===== config.mk =====
export PLATFORM = sky130hd
export DESIGN_NAME = nibble_serial_adder
export DESIGN_NICKNAME = d
export VERILOG_FILES = /design/src/rtl/nibble_serial_adder.sv
export SDC_FILE = /design/constraint.sdc
export NUM_CORES = 1
export LEC_CHECK = 0
export CORE_ASPECT_RATIO = 1.75
export CORE_MARGIN = 2
export CORE_UTILIZATION = 55
export CTS_BUF_LIST = sky130_fd_sc_hd__clkbuf_2 sky130_fd_sc_hd__clkbuf_4 sky130_fd_sc_hd__clkbuf_8
export DETAILED_ROUTE_END_ITERATION = 16
export PLACE_DENSITY = 0.95
export SYNTH_ARGS = -nofsm -noshare
export SYNTH_HDL_FRONTEND = slang
export SYNTH_SLANG_ARGS = --single-unit

===== constraint.sdc =====
create_clock -name clk -period 3.9 [get_ports clk]
set_input_delay 0.78 -clock clk [delete_from_list [all_inputs] [get_ports clk]]
set_output_delay 0.78 -clock clk [all_outputs]
set_load 0.02 [all_outputs]

===== src/rtl/nibble_serial_adder.sv =====
// Multi-word adder that reuses one 4-bit ripple stage across NIB cycles.
// The operands shift right one nibble per cycle and the partial sum fills in from the top.
module nibble_serial_adder #(
  parameter int WIDTH = 16,
  parameter int NIB   = WIDTH / 4
) (
  input  logic             clk,
  input  logic             rst,
  input  logic             in_valid,
  output logic             in_ready,
  input  logic [WIDTH-1:0] a,
  input  logic [WIDTH-1:0] b,
  input  logic             cin,
  output logic             out_valid,
  input  logic             out_ready,
  output logic [WIDTH-1:0] sum,
  output logic             cout,
  output logic             ovf,
  output logic             busy
);

  localparam int CW = (NIB > 1) ? $clog2(NIB) : 1;
  localparam logic [CW-1:0] LAST = CW'(NIB - 1);

  typedef enum logic [1:0] {IDLE, RUN, DONE} state_t;

  state_t           state, state_nx;
  logic [WIDTH-1:0] a_sh, b_sh, sum_sh;
  logic             carry;
  logic [CW-1:0]    cnt;
  logic [4:0]       nib;
  logic             last;

  assign nib  = {1'b0, a_sh[3:0]} + {1'b0, b_sh[3:0]} + {4'b0, carry};
  assign last = (cnt == LAST);

  always_ff @(posedge clk or posedge rst) begin
    if (rst) state <= IDLE;
    else     state <= state_nx;
  end

  always_comb begin
    state_nx  = state;
    in_ready  = 1'b0;
    out_valid = 1'b0;
    busy      = 1'b0;
    case (state)
      IDLE: begin
        in_ready = 1'b1;
        if (in_valid) state_nx = RUN;
      end
      RUN: begin
        busy = 1'b1;
        if (last) state_nx = DONE;
      end
      DONE: begin
        busy      = 1'b1;
        out_valid = 1'b1;
        if (out_ready) state_nx = IDLE;
      end
      default: state_nx = IDLE;
    endcase
  end

  always_ff @(posedge clk or posedge rst) begin
    if (rst) begin
      a_sh   <= '0;
      b_sh   <= '0;
      sum_sh <= '0;
      carry  <= 1'b0;
      cnt    <= '0;
      sum    <= '0;
      cout   <= 1'b0;
      ovf    <= 1'b0;
    end else begin
      case (state)
        IDLE: begin
          if (in_valid) begin
            a_sh  <= a;
            b_sh  <= b;
            carry <= cin;
            cnt   <= '0;
          end
        end
        RUN: begin
          sum_sh <= {nib[3:0], sum_sh[WIDTH-1:4]};
          a_sh   <= a_sh >> 4;
          b_sh   <= b_sh >> 4;
          carry  <= nib[4];
          if (last) begin
            // Counter is cleared rather than wrapped so it never reaches NIB.
            cnt  <= '0;
            sum  <= {nib[3:0], sum_sh[WIDTH-1:4]};
            cout <= nib[4];
            ovf  <= a_sh[3] ^ b_sh[3] ^ nib[3] ^ nib[4];
          end else begin
            cnt <= cnt + CW'(1);
          end
        end
        default: ;
      endcase
    end
  end

endmodule


# After elaboration in Yosys (flattened, before gate mapping)
# Cells that the tools add are included.
[word_totals] out_inout_bits=21 word_cells=43 inputBits=37 register_bits=71
[classes] n_eq_ne=6 bitwise_logic=3 n_mux=16 n_reduce_logical=6 n_addsub=3
[op_table] operator="one-hot mux 16 bit (2 select lines)" count=2
[op_table] operator="two-way mux 16 bit" count=2
[op_table] operator="two-way mux 2 bit" count=5
[op_table] operator="inequality test 2 bit (second input constant)" count=3
[op_table] operator="one-hot mux 2 bit (3 select lines)" count=1
[op_table] operator="adder 4 x 4 -> 5 bit" count=1
[op_table] operator="adder 5 x 1 -> 5 bit" count=1
[op_table] operator="equality test 2 bit (second input constant)" count=2
[op_table] operator="two-way mux 1 bit" count=4
[op_table] operator="one-hot mux 2 bit (2 select lines)" count=1
[op_table] operator="AND reduction 2 bit" count=2
[op_table] operator="AND reduction 3 bit" count=1
[op_table] operator="XOR 1 bit" count=3
[op_table] operator="adder 2 x 1 -> 2 bit (second input constant)" count=1
[op_table] operator="equality test 2 x 1 -> 1 bit (second input constant)" count=1
[op_table] operator="logical NOT 2 bit" count=1
[op_table] operator="one-hot mux 1 bit (2 select lines)" count=1
[op_table] operator="nonzero test 2 bit" count=1
[op_table] operator="OR reduction 2 bit" count=1

# Depth between registers and ports, before layout
[depth] word_depth=4 mapped_depth=8 mapped_depth_nobuf=7

# Worst setup path after synthesis
# OpenSTA, ideal clock, no wires.
[synth_path] path_type="register -> register" start="register a_sh[0]" end="register carry" arrival_ps=1559 required_time_ps=3782 stages_incl_launch_ff=8 synth_period_minus_slack_ps=1677 path_slack_ps=2223 n_path_buf=0 setup_ps=118 cell_sequence="dfrtp_1 > fa_1 > inv_1 > fa_1 > nand2b_1 > o2bb2ai_1 > a211oi_1 > a21o_1"
[synth_between] elab_chain_len=3
[synth_lines] element="start, declared" line_no="28" text="logic [WIDTH-1:0] a_sh, b_sh, sum_sh;"
[synth_lines] element="start signal, assigned" line_no="87" text="a_sh <= a_sh >> 4;"
[synth_lines] element="adder 4 x 4 -> 5 bit" line_no="34" text="assign nib = {1'b0, a_sh[3:0]} + {1'b0, b_sh[3:0]} + {4'b0, carry};"
[synth_lines] element="adder 5 x 1 -> 5 bit" line_no="34"
[synth_lines] element="one-hot mux 1 bit (2 select lines)" line_no="76" text="case (state)"
[synth_lines] element="end signal, assigned" line_no="81" text="carry <= cin;"
[synth_lines] element="end signal, assigned" line_no="89" text="carry <= nib[4];"
[synth_lines] element="end, declared" line_no="29" text="logic carry;"
# No other way between the ends.
# A chain may end at the register's enable or synchronous reset.

# Worst setup path after layout
[layout_path] start="register state[1]" end="output port in_ready"
[layout_between] elab_chain_len=2
[layout_lines] element="start, declared" line_no="27" text="state_t state, state_nx;"
[layout_lines] element="start signal, assigned" line_no="39" text="else state <= state_nx;"
[layout_lines] element="logical NOT 2 bit" line_no="47" text="case (state)"
[layout_lines] element="two-way mux 1 bit" line_no="47"
[layout_lines] element="end, declared" line_no="10" text="output logic in_ready,"
# No other way between the ends.

==> results_dict.tcl <==
set metrics [dict create \
    skew_ns 0.00955 \
    hold_buffers 0 \
    stdcell_count 366 \
    grt.overflow.total 0 \
    synthArstFlopShare_pct 100 \
    critical_path_required_ns 3.12 \
    area_growth_pct 24.8 \
    p_leak_uw 0.00168 \
    num_vias 1990 \
    path_class "flop to primary output" \
    drt-wirelength-per-cell_um 15.2 \
    p_per_area_mw_per_mm2 870 \
    met3_wirelength_um 159 \
    yosysTopAreaCellShare_pct 55.8 \
    wl_met1_um 2110 \
    hold_class "flop to flop" \
    finalSetupTns_ns 0 \
    core_sq_mm 0.00526 \
    synth.net_count 298 \
    syn_avg_cell_area_sq_um 12.0 \
    layout-drive-gt1-share_pct 15.8 \
    cts.sinks 67 \
    seq_area_frac_synth_pct 55.8 \
    cts_buffers 9 \
    place_inst 351 \
    grt_pass1_vias 2028 \
    dieHeight_um 102 \
    synth_cells 251 \
    die_x_um 59.9 \
    outcome "finished, final reports clean" \
    clockBufferDepth 2 \
    rsz0062_at_grt "no" \
    final_cell_area_sq_mm 0.00375 \
    gp_congestion 0.736 \
    portBuffers 57 \
    hpwl_um 3980 \
    start_util_pct 57.2 \
    drt_iter0_drc 86 \
    placed_area_sq_mm 0.00358 \
    grt_pass1_wl_um 9090 \
    yosysMostFrequentCell "dfrtp_1" \
    cp_max_fo 4 \
    rrSetupSlack_ns 1.60 \
    synthTopCellsByArea "dfrtp_1 56%, mux2_2 9.7%, mux2i_1 8.0%" \
    ir_drop_uv 691 \
    root_buffer "clkbuf_8" \
    grt_max_degree 65 \
    antenna_found_initial 0 \
    netlist_top_cells_count "67 x dfrtp_1, 36 x nand2_1, 31 x o21ai_0" \
    finalHoldViolations 0 \
    dr.pass1.iters 4 \
    clock_latency_ns 0.35 \
    drc 0 \
    critPathLaunchType "flop" \
    relSlewSlack_pct 44.0 \
    fmax_ghz 0.392 \
    top_layer_used "met4" \
    cts-resized-gates 0 \
    cts_setup_buffers 0 \
    yosysTopAreaCell "dfrtp_1" \
    totalWireLength_um 5570 \
    via_per_inst 5.44 \
    ys_ff_latch 67 \
    synth_cell_type_count 26 \
    nets 354 \
    rows 35 \
    setup_viol 0 \
    finalCriticalPeriod_ns 2.55 \
    grtUsageTotal_pct 20.5 \
    dr_wl_met2_um 3150 \
    cts_tree "built" \
    drv_cap 0 \
    antenna_cells 0 \
    fin_crit_sh_pct 65.4 \
    htreeDepth 3 \
    yosys_warnings 0 \
    cp.arrival_ns 1.77 \
    ios 58 \
    synthesis.area_sq_mm 0.00301 \
    clkTransAtPathRegs_ns 0.06 \
    worst_pin_slew_ns 0.837 \
    drtAntennaViolNets 0 \
    drv_slew 0 \
    cp-end-kind "primary output" \
    die-area_sq_mm 0.00610 \
    synth_edf_count 0 \
    synth_flop_cell "dfrtp_1" \
]
where the power goes:
group	internal [uW]	switching, uW	leakage [uW]	total (uW)
sequential	1030	187	0.000837	1220
combinational	743	799	0.000754	1540
clock	255	243	0.0000928	498
sequential cells by signal, summed over array words and instances (netlist names):
register / flops
sum_sh: 12
sum: 16
cout: 1
b_sh: 16
cnt: 2
a_sh: 16
ovf: 1
state: 2
carry: 1
cell usage in the layout (no fill, tap or decap), types with 2 or more instances in the layout:
cell type,count
o21ai_0,31
xnor2_1,3
nand2b_1,10
ha_1,7
a32o_1,2
o21ai_1,5
a21oi_1,2
clkbuf_8,10
inv_1,7
a21o_1,2
clkinv_2,3
mux2i_1,24
nor2_1,4
clkdlybuf4s50_1,57
mux2_2,26
nand2_1,36
fa_1,2
dfrtp_1,67
clkbuf_4,2
buf_4,3
layer usage:
metal / global-route usage (%) / up-vias
li1: - / 971
met1: 22.4 / 965
met2: 35.7 / 42
met3: 3.58 / 12
met4: 12.1 / 0
met5: 0 / -
final cells by class:
cell class | count | area, sq um
Clock buffer | 12 | 153
Clock inverter | 3 | 15.0
Fill cell | 378 | 1500
Multi-Input combinational cell | 161 | 1210
Sequential cell | 67 | 1680
Inverter | 8 | 30.0
Tap cell | 55 | 68.8
Timing Repair Buffer | 60 | 593
cell families after synthesis:
kind of cell | synth area share [%]
compound gates | 8.87
xor+xnor | 0.874
fa+ha+maj | 4.66
buf+inv | 4.12
flops | 55.8
mux | 18.6
simple gates | 7.08
worst max-delay path: stages, from the launching register on:
cell and delay, ns:
dfrtp_1 0.40, inv_1 0.11, ha_1 0.27, clkdlybuf4s50_1 0.64
metrics by stage:
stage | utilization [%] | hold WS, ns | total power, uW | worst slack (ns)
6_report | 71.4 | 0.480 | 3260 | 1.35
5_1_grt | 71.4 | 0.509 | 3500 | 1.26
4_1_cts | 71.4 | 0.485 | 3290 | 1.33
3_5_place_dp | 68.2 | 0.471 | 2790 | 1.46
3_3_place_gp | 68.2 | 0.461 | 2680 | 1.48
2_1_floorplan | - | 0.448 | 2360 | 1.44
worst paths after layout:
kind	start	endpoint	depth (start not counted)
max	state[1]$_DFFE_PP0P_	in_ready	3
min	a_sh[13]$_DFFE_PP0P_	a_sh[13]$_DFFE_PP0P_	2
max reg2reg	state[1]$_DFFE_PP0P_	carry$_DFFE_PP0P_	7
min reg2reg	a_sh[13]$_DFFE_PP0P_	a_sh[13]$_DFFE_PP0P_	2
max in group asynchronous	rst	state[1]$_DFFE_PP0P_	3
min in group asynchronous	rst	sum_sh[4]$_DFFE_PP0N_	2
(Power assumes the default switching activity.)
